<file path="src/rtl/ext_com_link_ctrl.sv">
// ext_com_link_ctrl: send/ACK-retry and get/ACK sequencer for the two ext-com UART channels
module ext_com_link_ctrl #(
  parameter int UART_WIDTH = 8,
  parameter logic [UART_WIDTH-1:0] UART_ACK = 8'hCC,
  parameter int RETRANSMIT_COUNT = 5,
  parameter int CLK_FREQ = 50000000,
  parameter int ACK_TIMEOUT = 1
) (
  input  logic                  clk,
  input  logic                  rstN,
  input  logic                  enable,
  input  logic [UART_WIDTH-1:0] send_value,
  input  logic                  send_req,
  output logic                  send_busy,
  output logic                  send_done,
  output logic                  send_fail,
  output logic [2:0]            retry_cnt,
  output logic [UART_WIDTH-1:0] s_tx_data,
  output logic                  s_tx_valid,
  input  logic                  s_tx_ready,
  input  logic [UART_WIDTH-1:0] s_rx_data,
  input  logic                  s_rx_valid,
  input  logic [UART_WIDTH-1:0] g_rx_data,
  input  logic                  g_rx_valid,
  output logic [UART_WIDTH-1:0] got_value,
  output logic                  got_valid,
  output logic                  g_overrun,
  output logic [UART_WIDTH-1:0] g_tx_data,
  output logic                  g_tx_valid,
  input  logic                  g_tx_ready
);
  localparam int TO_CYC = CLK_FREQ / 1000 * ACK_TIMEOUT;
  localparam int TW = $clog2(TO_CYC + 1);
  typedef enum logic [1:0] {S_IDLE, S_LOAD, S_WAIT, S_DONE} s_state_t;
  typedef enum logic {G_IDLE, G_ACK} g_state_t;
  s_state_t s_state, s_nxt;
  g_state_t g_state, g_nxt;
  logic [TW-1:0] timer;
  logic s_start, s_ack, s_tout, s_retry, s_giveup, g_take, g_drop;
  assign g_tx_data = UART_ACK;
  always_comb begin
    s_start = enable && s_state == S_IDLE && send_req;
    s_ack = enable && s_state == S_WAIT && s_rx_valid && s_rx_data == UART_ACK;
    s_tout = enable && s_state == S_WAIT && !s_ack && timer == TW'(TO_CYC - 1);
    s_retry = s_tout && retry_cnt < 3'(RETRANSMIT_COUNT);
    s_giveup = s_tout && !s_retry;
    g_take = enable && g_state == G_IDLE && g_rx_valid;
    g_drop = enable && g_state == G_ACK && g_rx_valid;
    s_nxt = S_IDLE;
    case (s_state)
      S_IDLE:  s_nxt = s_start ? S_LOAD : S_IDLE;
      S_LOAD:  s_nxt = s_tx_ready ? S_WAIT : S_LOAD;
      S_WAIT:  s_nxt = s_ack || s_giveup ? S_IDLE : s_retry ? S_LOAD : S_WAIT;
      default: s_nxt = S_IDLE;
    endcase
    if (!enable) s_nxt = S_IDLE;
    g_nxt = !enable ? G_IDLE : g_state == G_IDLE ? (g_take ? G_ACK : G_IDLE) : (g_tx_ready ? G_IDLE : G_ACK);
  end
  always_ff @(posedge clk or negedge rstN) begin
    if (!rstN) begin
      s_state <= S_IDLE;
      g_state <= G_IDLE;
      timer <= '0;
      retry_cnt <= '0;
      s_tx_data <= '0;
      s_tx_valid <= 1'b0;
      send_busy <= 1'b0;
      send_done <= 1'b0;
      send_fail <= 1'b0;
      got_value <= '0;
      got_valid <= 1'b0;
      g_overrun <= 1'b0;
      g_tx_valid <= 1'b0;
    end else begin
      s_state <= s_nxt;
      g_state <= g_nxt;
      timer <= s_state == S_WAIT && s_nxt == S_WAIT ? timer + 1'b1 : '0;
      retry_cnt <= s_start ? 3'd0 : s_retry ? retry_cnt + 3'd1 : retry_cnt;
      s_tx_data <= s_start ? send_value : s_tx_data;
      s_tx_valid <= s_nxt == S_LOAD;
      send_busy <= s_nxt != S_IDLE;
      send_done <= s_ack;
      send_fail <= s_giveup;
      got_value <= g_take ? g_rx_data : got_value;
      got_valid <= g_take;
      g_overrun <= g_drop;
      g_tx_valid <= g_nxt == G_ACK;
    end
  end
endmodule

</file>
<file path="config.mk">
export PLATFORM = sky130hd
export DESIGN_NAME = ext_com_link_ctrl
export DESIGN_NICKNAME = d
export VERILOG_FILES = /design/src/rtl/ext_com_link_ctrl.sv
export SDC_FILE = /design/constraint.sdc
export NUM_CORES = 1
export LEC_CHECK = 0
export BUFFER_PORTS_ARGS = -buffer_cell sky130_fd_sc_hd__clkbuf_2
export CORE_ASPECT_RATIO = 0.8
export CORE_UTILIZATION = 50
export DETAILED_ROUTE_END_ITERATION = 6
export GPL_TIMING_DRIVEN = 0
export PLACE_DENSITY_LB_ADDON = 0.08
export SLEW_MARGIN = 20
export SYNTH_ARGS = -nofsm -noshare
export SYNTH_HDL_FRONTEND = slang
export SYNTH_SLANG_ARGS = --single-unit
</file>
<file path="constraint.sdc">
create_clock -name clk -period 2.5 [get_ports clk]
set_input_delay 0.25 -clock clk [delete_from_list [all_inputs] [get_ports clk]]
set_output_delay 0.25 -clock clk [all_outputs]
set_load 0.005 [all_outputs]
</file>
==> metrics.md, run 1 <==
| Metric | Value |
|---|---|
| Synth Area per Inst | 11.0 sq um |
| Switching power | 348 uW |
| Global placer's final weighted congestion | 0.808 |
| Period utilisation layout | 0.770 |
| Final TNS setup | 0 ps |
| Largest net degree at the start of global routing | 45 |
| Kind of critical path | reg -> reg |
| DRT iter0 DRCs | 78 |
| Max VDD drop | 0.377 mV |
| Synth Warn # | 0 |
| Die area | 0.00442 sq mm |
| Die Span Y | 59.6 microns |
| Combinational Power Share | 0.129 |
| EDFF count, synth | 0 |
| Routed vias | 1,584 |
| Worst-path cell chain | or4b_4 -> nor3_4 -> a211o_1 -> buf_6 -> buf_6 -> nand4_2 |
| Synth top area share | 0.530 |
| Sequential element share of the synthesized area | 0.530 |
| Num Clock Sinks | 44 |
| R2R Path End | send_busy$_DFF_PN0_ |
| Post-CTS sizing | 0 |
| Top_reg_cell synth | dfrtp_1 |
| Final Hold Fails | 0 |
| Post-DP Area | 0.00245 sq mm |
| Via density | 5.04 |
| R2R Path Start | timer[11]$_DFF_PN0_ |
| Register bit total from synthesis | 44 |
| CP max-delay cell | or4b_4 |
| Final net count | 292 |
| Post-synth cell types | 45 |
| RSZ-0062 raised after global routing | no |
| Fin. max-slew vios | 0 |
| Layout Area Growth over Synthesis | 22.7% |
| CTS root buf | clkbuf_8 |
| Worst Path Required | 2660 ps |
| Cts-stage hold buffer count | 0 |
| CTS Buf Count | 5 |
| Asr flop ratio synth | 1.00 |
| Effective utilization at floorplan | 0.535 |
| Pwr Density | 565 mW/mm^2 |
| Critical Path Fanout Max | 10 |
| Most frequent CP cell | buf_6 |
| CTS tree | done |
| WL per Instance | 12.2 microns |
| Int Pwr | 1090 uW |
| Pre-CTS setup slack | 582 ps |
| Fillers | 299 |
| Final Cell Area | 0.00255 sq mm |
| Vias in the first global route | 1,491 |
| Max clock buf depth | 2 |
| Crit end category | flop |
| Ant diodes | 0 |
| Worst setup margin | 576 ps |
| GRT Overall Usage | 0.196 |
| Synth area leaders | dfrtp_1 53%, nand2_1 6.3%, mux2_2 4.3% |
| DRT Wirelength | 3.84 mm |
| FF-to-FF setup slack | 580 ps |
| Rows | 20 |
| Startpoint Class | flop |
| Post CTS Setup Buffer Count | 0 |
| Mapped Cells | 188 |
| Fin crit period | 1920 ps |
| Worst Tran Pin Value | 942 ps |
| R2R cell count | 6 |
| Synth Cell Area | 0.00208 sq mm |
| # DRC | 0 |
| Final setup fails | 0 |
| Max Cap Violations | 0 |
| Die width | 74.1 microns |
| Static leakage | 0.00128 uW |
| Max-slew headroom at the worst pin | 0.372 |
| Initial antenna violation count | 0 |
| Clock Power Share | 0.319 |
| Leading area contributor after synthesis | dfrtp_1 |
| H-tree lvl count | 2 |
| GRT overflow | 0 |
| I/O pin count | 66 |
| Seq pwr share | 0.552 |
| Status | completed |
| CORE AREA | 0.00388 sq mm |
| Hold crit path type | in -> async |
| Worst path max stage delay | 580 ps |
| Clock slew at reported path FFs | 80 ps |
| Sw Share | 0.242 |
| TritonRoute pass-1 iters | 4 |
| Crit path DAT | 2090 ps |
| Final Util | 0.657 |
| Fin Hold WS | 100 ps |
| Share of post-route cells with drive strength above 1 | 0.359 |
| Global-route wire length before repair | 6.49 mm |
| Max Freq | 520 MHz |
| PortBufs | 57 |
| Detailed Place HPWL | 2.85 mm |
| Detail Route Antenna Nets | 0 |
| Worst clock skew | 3.64 ps |
| Skew-Pair Late Insertion Delay | 290 ps |
[kinds of logic after synthesis]
| family | count (synthesis) | synth area share |
|---|---|---|
| XOR/XNOR | 12 | 0.0506 |
| AND/OR/NAND/NOR | 94 | 0.264 |
| adder cells (fa/ha/maj) | 2 | 0.0120 |
| flip-flops | 44 | 0.530 |
| buffers and inverters | 15 | 0.0530 |
| other | 2 | 0.00362 |
| AO/OA/AOI/OAI | 8 | 0.0259 |
| multiplexers | 11 | 0.0608 |
[synthesized netlist by cell type, types with 3 or more instances]
master,n
and3_1,4
buf_4,8
buf_6,3
dfrtp_1,44
mux2_2,8
nand2_1,35
nand3_1,5
nand4_1,5
nor2_1,17
nor3_1,4
xnor2_1,5
xor2_1,7
[flip-flops by register name, summed over array words and instances, names as in the netlist]
register / flops
s_tx_data: 8
g_overrun: 1
s_tx_valid: 1
send_busy: 1
got_valid: 1
retry_cnt: 3
send_done: 1
send_fail: 1
timer: 16
s_state: 2
got_value: 8
g_tx_valid: 1
[final cells by class]
| class | count | area, sq um | area share |
|---|---|---|---|
| inverter | 2 | 7.51 | 0.00295 |
| tap | 55 | 68.8 | 0.0270 |
| clock inverter | 1 | 7.51 | 0.00295 |
| multi-input combinational | 135 | 888 | 0.349 |
| buffer | 13 | 103 | 0.0403 |
| sequential | 44 | 1100 | 0.432 |
| clock buffer | 7 | 86.3 | 0.0339 |
| timing repair buffer | 57 | 285 | 0.112 |
[layout by cell type (no fill, tap or decap), types with 2 or more instances in the layout]
master | netlist | final
a21oi_1 | 2 | 2
and2_1 | 2 | 2
and3_1 | 4 | 4
buf_2 | 1 | 2
buf_4 | 8 | 8
buf_6 | 3 | 3
clkbuf_1 | 1 | 2
clkbuf_2 | 0 | 56
clkbuf_8 | 0 | 6
conb_1 | 2 | 8
dfrtp_1 | 44 | 44
ha_1 | 2 | 2
mux2_2 | 8 | 8
nand2_1 | 35 | 35
nand2b_1 | 2 | 2
nand3_1 | 5 | 5
nand3b_1 | 2 | 2
nand4_1 | 5 | 5
nand4b_1 | 2 | 2
nand4bb_1 | 2 | 2
nor2_1 | 17 | 17
nor3_1 | 4 | 4
nor4_4 | 2 | 2
o21ai_0 | 2 | 2
xnor2_1 | 5 | 5
xor2_1 | 7 | 7
[power by group through the flow]
stage                     sequential, uW  clock (uW)  combinational, uW
after global placement               806           0                185
after CTS                            794         467                190
after floorplan                      811           0               79.3
after global routing                 802         493                211
after detailed placement             808           0                189
final                                794         459                185
[worst max-delay path, delay by kind of cell, from the launching register on]
kind / cells / cell delay [ps]
buffers and inverters: 2 / 290
AOI/OAI and AO/OA: 1 / 180
and+or+nand+nor: 3 / 910
DFF: 1 / 430
[worst max path at each step]
stage                                   start                  endpoint  slack [ps]  cells after the start
after floorplan           timer[11]$_DFF_PN0_  retry_cnt[0]$_DFFE_PN0P_         720                      4
after global placement    timer[11]$_DFF_PN0_       send_busy$_DFF_PN0_         610                      6
after detailed placement  timer[11]$_DFF_PN0_       send_busy$_DFF_PN0_         580                      6
after CTS                 timer[11]$_DFF_PN0_       send_busy$_DFF_PN0_         560                      6
after global routing      timer[11]$_DFF_PN0_       send_busy$_DFF_PN0_         460                      6
final                     timer[11]$_DFF_PN0_       send_busy$_DFF_PN0_         580                      6
[through the flow]
step | std cells | total power [uW]
floorplan | 194 | 891
global placement | 306 | 990
detailed placement | 306 | 997
CTS | 314 | 1450
global route | 314 | 1510
finish | 314 | 1440
[routing by layer]
metal  GRT usage  share of wire  vias to the layer above
li1            -              -                      763
met1       0.258           0.47                      753
met2       0.323           0.47                       63
met3      0.0442          0.060                        5
met4      0.0659         0.0083                        0
met5           0              0                        -
Note: power is estimated with default switching activity, not from simulation.
==> run 2: changes to the inputs <==
Settings changed: CORE_UTILIZATION 50 to 45.
Clock period 2.5 ns to 1.6 ns, I/O delays scaled along.
==> run 2 against run 1 <==
  * Sequential share of layout area fell by 2.3 points
  * The run now ends with negative setup slack left
  * Routed wire length up 5.0%
  * Critical path depth unchanged
==> metrics.md, run 2 (synthesized netlist as in run 1, its figures left out) <==
| Metric | Value |
|---|---|
| Period utilisation layout | 1.11 (+0.343) |
| Top register by number of flip-flops | timer |
| Commonest non-fill, non-tap cells in the layout | 56 x clkbuf_2, 44 x dfrtp_1, 35 x nand2_1, 16 x buf_4, 12 x nor2_1 |
| H-tree lvl count | 2 (unchanged) |
| Most common cell after layout, fill and taps aside | clkbuf_2 |
| Startpoint Class | flop |
| Critical Path Fanout Max | 5 (-5) |
| Clock slew at reported path FFs | 80 ps (about the same) |
| RSZ-0062 raised after global routing | yes |
| Worst clock skew | 4.25 ps (+0.610 ps) |
| Die area | 0.00489 sq mm (+11%) |
| Kind of critical path | reg -> reg |
| Status | finished with violations |
| Worst Path Required | 1770 ps (-890 ps) |
| Pwr Density | 879 mW/mm^2 (+56%) |
| FF-to-FF setup slack | -180 ps (-760 ps) |
| Met1 usage | 0.226 (-0.0317) |
| Failing checks | negative setup slack |
| Global-route wire length before repair | 6.73 mm (+3.7%) |
| GR Layer Usage met3 | 0.0526 (+0.00834) |
| GRT overflow | 0 (unchanged) |
| Skew-Pair Late Insertion Delay | 290 ps (about the same) |
| DRT Wirelength | 4.03 mm (+5.0%) |
| CTS tree | done |
| Detailed Place HPWL | 2.75 mm (-3.5%) |
| Via density | 4.90 (-2.8%) |
| GRT Overall Usage | 0.177 (-0.0190) |
| Global placer's final weighted congestion | 0.744 (-7.9%) |
| Switching power | 543 uW (+56%) |
| Max Cap Violations | 0 (unchanged) |
| WL per Instance | 12.4 microns (+1.2%) |
| Fin crit period | 1780 ps (-144 ps) |
| Final setup fails | 23 (+23) |
| Static leakage | 0.00135 uW (+5.6%) |
| TritonRoute pass-1 iters | 4 (unchanged) |
| Max-slew headroom at the worst pin | 0.635 (+0.263) |
| Final TNS setup | -3340 ps (-3340 ps) |
| Max VDD drop | 0.467 mV (+24%) |
| Detail Route Antenna Nets | 0 (unchanged) |
| Seq pwr share | 0.524 (-0.028) |
| Crit end category | flop |
| Rows | 21 (+5.0%) |
| Clock Power Share | 0.349 (+0.030) |
| Largest net degree at the start of global routing | 45 (unchanged) |
| Pre-CTS setup slack | -291 ps (-873 ps) |
| Worst setup margin | -180 ps (-756 ps) |
| Regs by FF count | timer: 16 flops, got_value: 8 flops, s_tx_data: 8 flops |
| Share of post-route cells with drive strength above 1 | 0.401 (+0.0424) |
| PortBufs | 57 (unchanged) |
| Sw Share | 0.229 (-0.0125) |
| Crit path DAT | 1950 ps (-140 ps) |
| CTS Buf Count | 5 (unchanged) |
| Die Span Y | 62.8 microns (+5.2%) |
| Effective utilization at floorplan | 0.482 (-0.0535) |
| Int Pwr | 1820 uW (+67%) |
| Combinational Power Share | 0.127 (-0.002) |
| Layout Area Growth over Synthesis | 29.7% |
| Max reg flops | 16 (unchanged) |
| Hold crit path type | in -> reg |
| CTS root buf | clkbuf_8 |
| Final Hold Fails | 0 (unchanged) |
| Ant diodes | 0 (unchanged) |
| Die width | 78.0 microns (+5.3%) |
| Fin. max-slew vios | 0 (unchanged) |
| Max clock buf depth | 2 (unchanged) |
| Initial antenna violation count | 0 (unchanged) |
| Num Clock Sinks | 44 (unchanged) |
| Routed vias | 1,599 (+0.95%) |
| Global routing's busiest layer | met2 |
| Met2 Use GR | 0.288 (-0.0358) |
| Worst Tran Pin Value | 547 ps (-395 ps) |
| I/O pin count | 66 (unchanged) |
| CORE AREA | 0.00431 sq mm (+11%) |
| Vias in the first global route | 1,486 (-0.34%) |
| Max Freq | 562 MHz (+8.1%) |
| # DRC | 0 (unchanged) |
| Final net count | 302 (+3.4%) |
| DRT iter0 DRCs | 48 (-38%) |
==> run 2: worst max-delay path, cell delays in order (launching register included) <==
cell,delay [ps]
dfrtp_1,400
or4b_4,570
nor3_4,210
a211o_1,180
buf_6,120
buf_8,110
nand4_2,60
==> run 2: cell type report <==
type / count / area [sq um]
multi-input combinational: 135 / 913
inverter: 2 / 7.51
sequential: 44 / 1100
clock inverter: 2 / 35.0
buffer: 13 / 106
clock buffer: 6 / 72.6
fill: 385 / 1620
tap: 57 / 71.3
timing repair buffer: 67 / 387
==> run 2: per-stage QoR <==
| stage | std cells | hold WS [ps] | area [sq um] | total power [uW] | util |
|---|---|---|---|---|---|
| 2_1_floorplan | 194 | -136 | 2100 | 1390 | - |
| 3_3_place_gp | 308 | 354 | 2460 | 1550 | 0.570 |
| 3_5_place_dp | 308 | 359 | 2460 | 1560 | 0.570 |
| 4_1_cts | 321 | 45.5 | 2610 | 2390 | 0.607 |
| 5_1_grt | 326 | 55.1 | 2690 | 2490 | 0.625 |
| 6_report | 326 | 53.0 | 2690 | 2370 | 0.625 |
==> run 2: timing repair <==
item | 4_1_cts | 5_1_grt
hold endpoints to repair | 0 | 44
hold buffers | 0 | 1
pin swaps | 5 | 5
setup buffers | 5 | 3
endpoints found under the setup margin | 22 | 23
cloned | 0 | 1
resized for setup | 3 | 6
==> run 2: power by group through the flow <==
stage | Combinational (uW) | Clock (uW) | Sequential, uW
after global routing | 336 | 899 | 1250
final | 300 | 826 | 1240
after global placement | 289 | 0 | 1260
after CTS | 297 | 854 | 1240
after floorplan | 124 | 0 | 1270
after detailed placement | 295 | 0 | 1260
==> run 2: final timing paths <==
| path | depth (start not counted) | to | startpoint |
|---|---|---|---|
| setup reg to reg | 6 | send_busy$_DFF_PN0_ | timer[13]$_DFF_PN0_ |
| hold / removal | 3 | got_value[0]$_DFFE_PN0P_ | g_rx_data[0] |
| setup / recovery | 6 | send_busy$_DFF_PN0_ | timer[13]$_DFF_PN0_ |
| min in group asynchronous | 2 | retry_cnt[1]$_DFFE_PN0P_ | rstN |
| hold reg to reg | 1 | timer[0]$_DFF_PN0_ | timer[0]$_DFF_PN0_ |
| max in group asynchronous | 2 | got_value[6]$_DFFE_PN0P_ | rstN |
==> run 2: layer usage <==
| layer | wire, microns | up-vias | part of all wire |
|---|---|---|---|
| li1 | - | 788 | - |
| met1 | 1980 | 749 | 0.49 |
| met2 | 1720 | 55 | 0.43 |
| met3 | 277 | 7 | 0.069 |
| met4 | 50 | 0 | 0.012 |
| met5 | 0 | - | 0 |
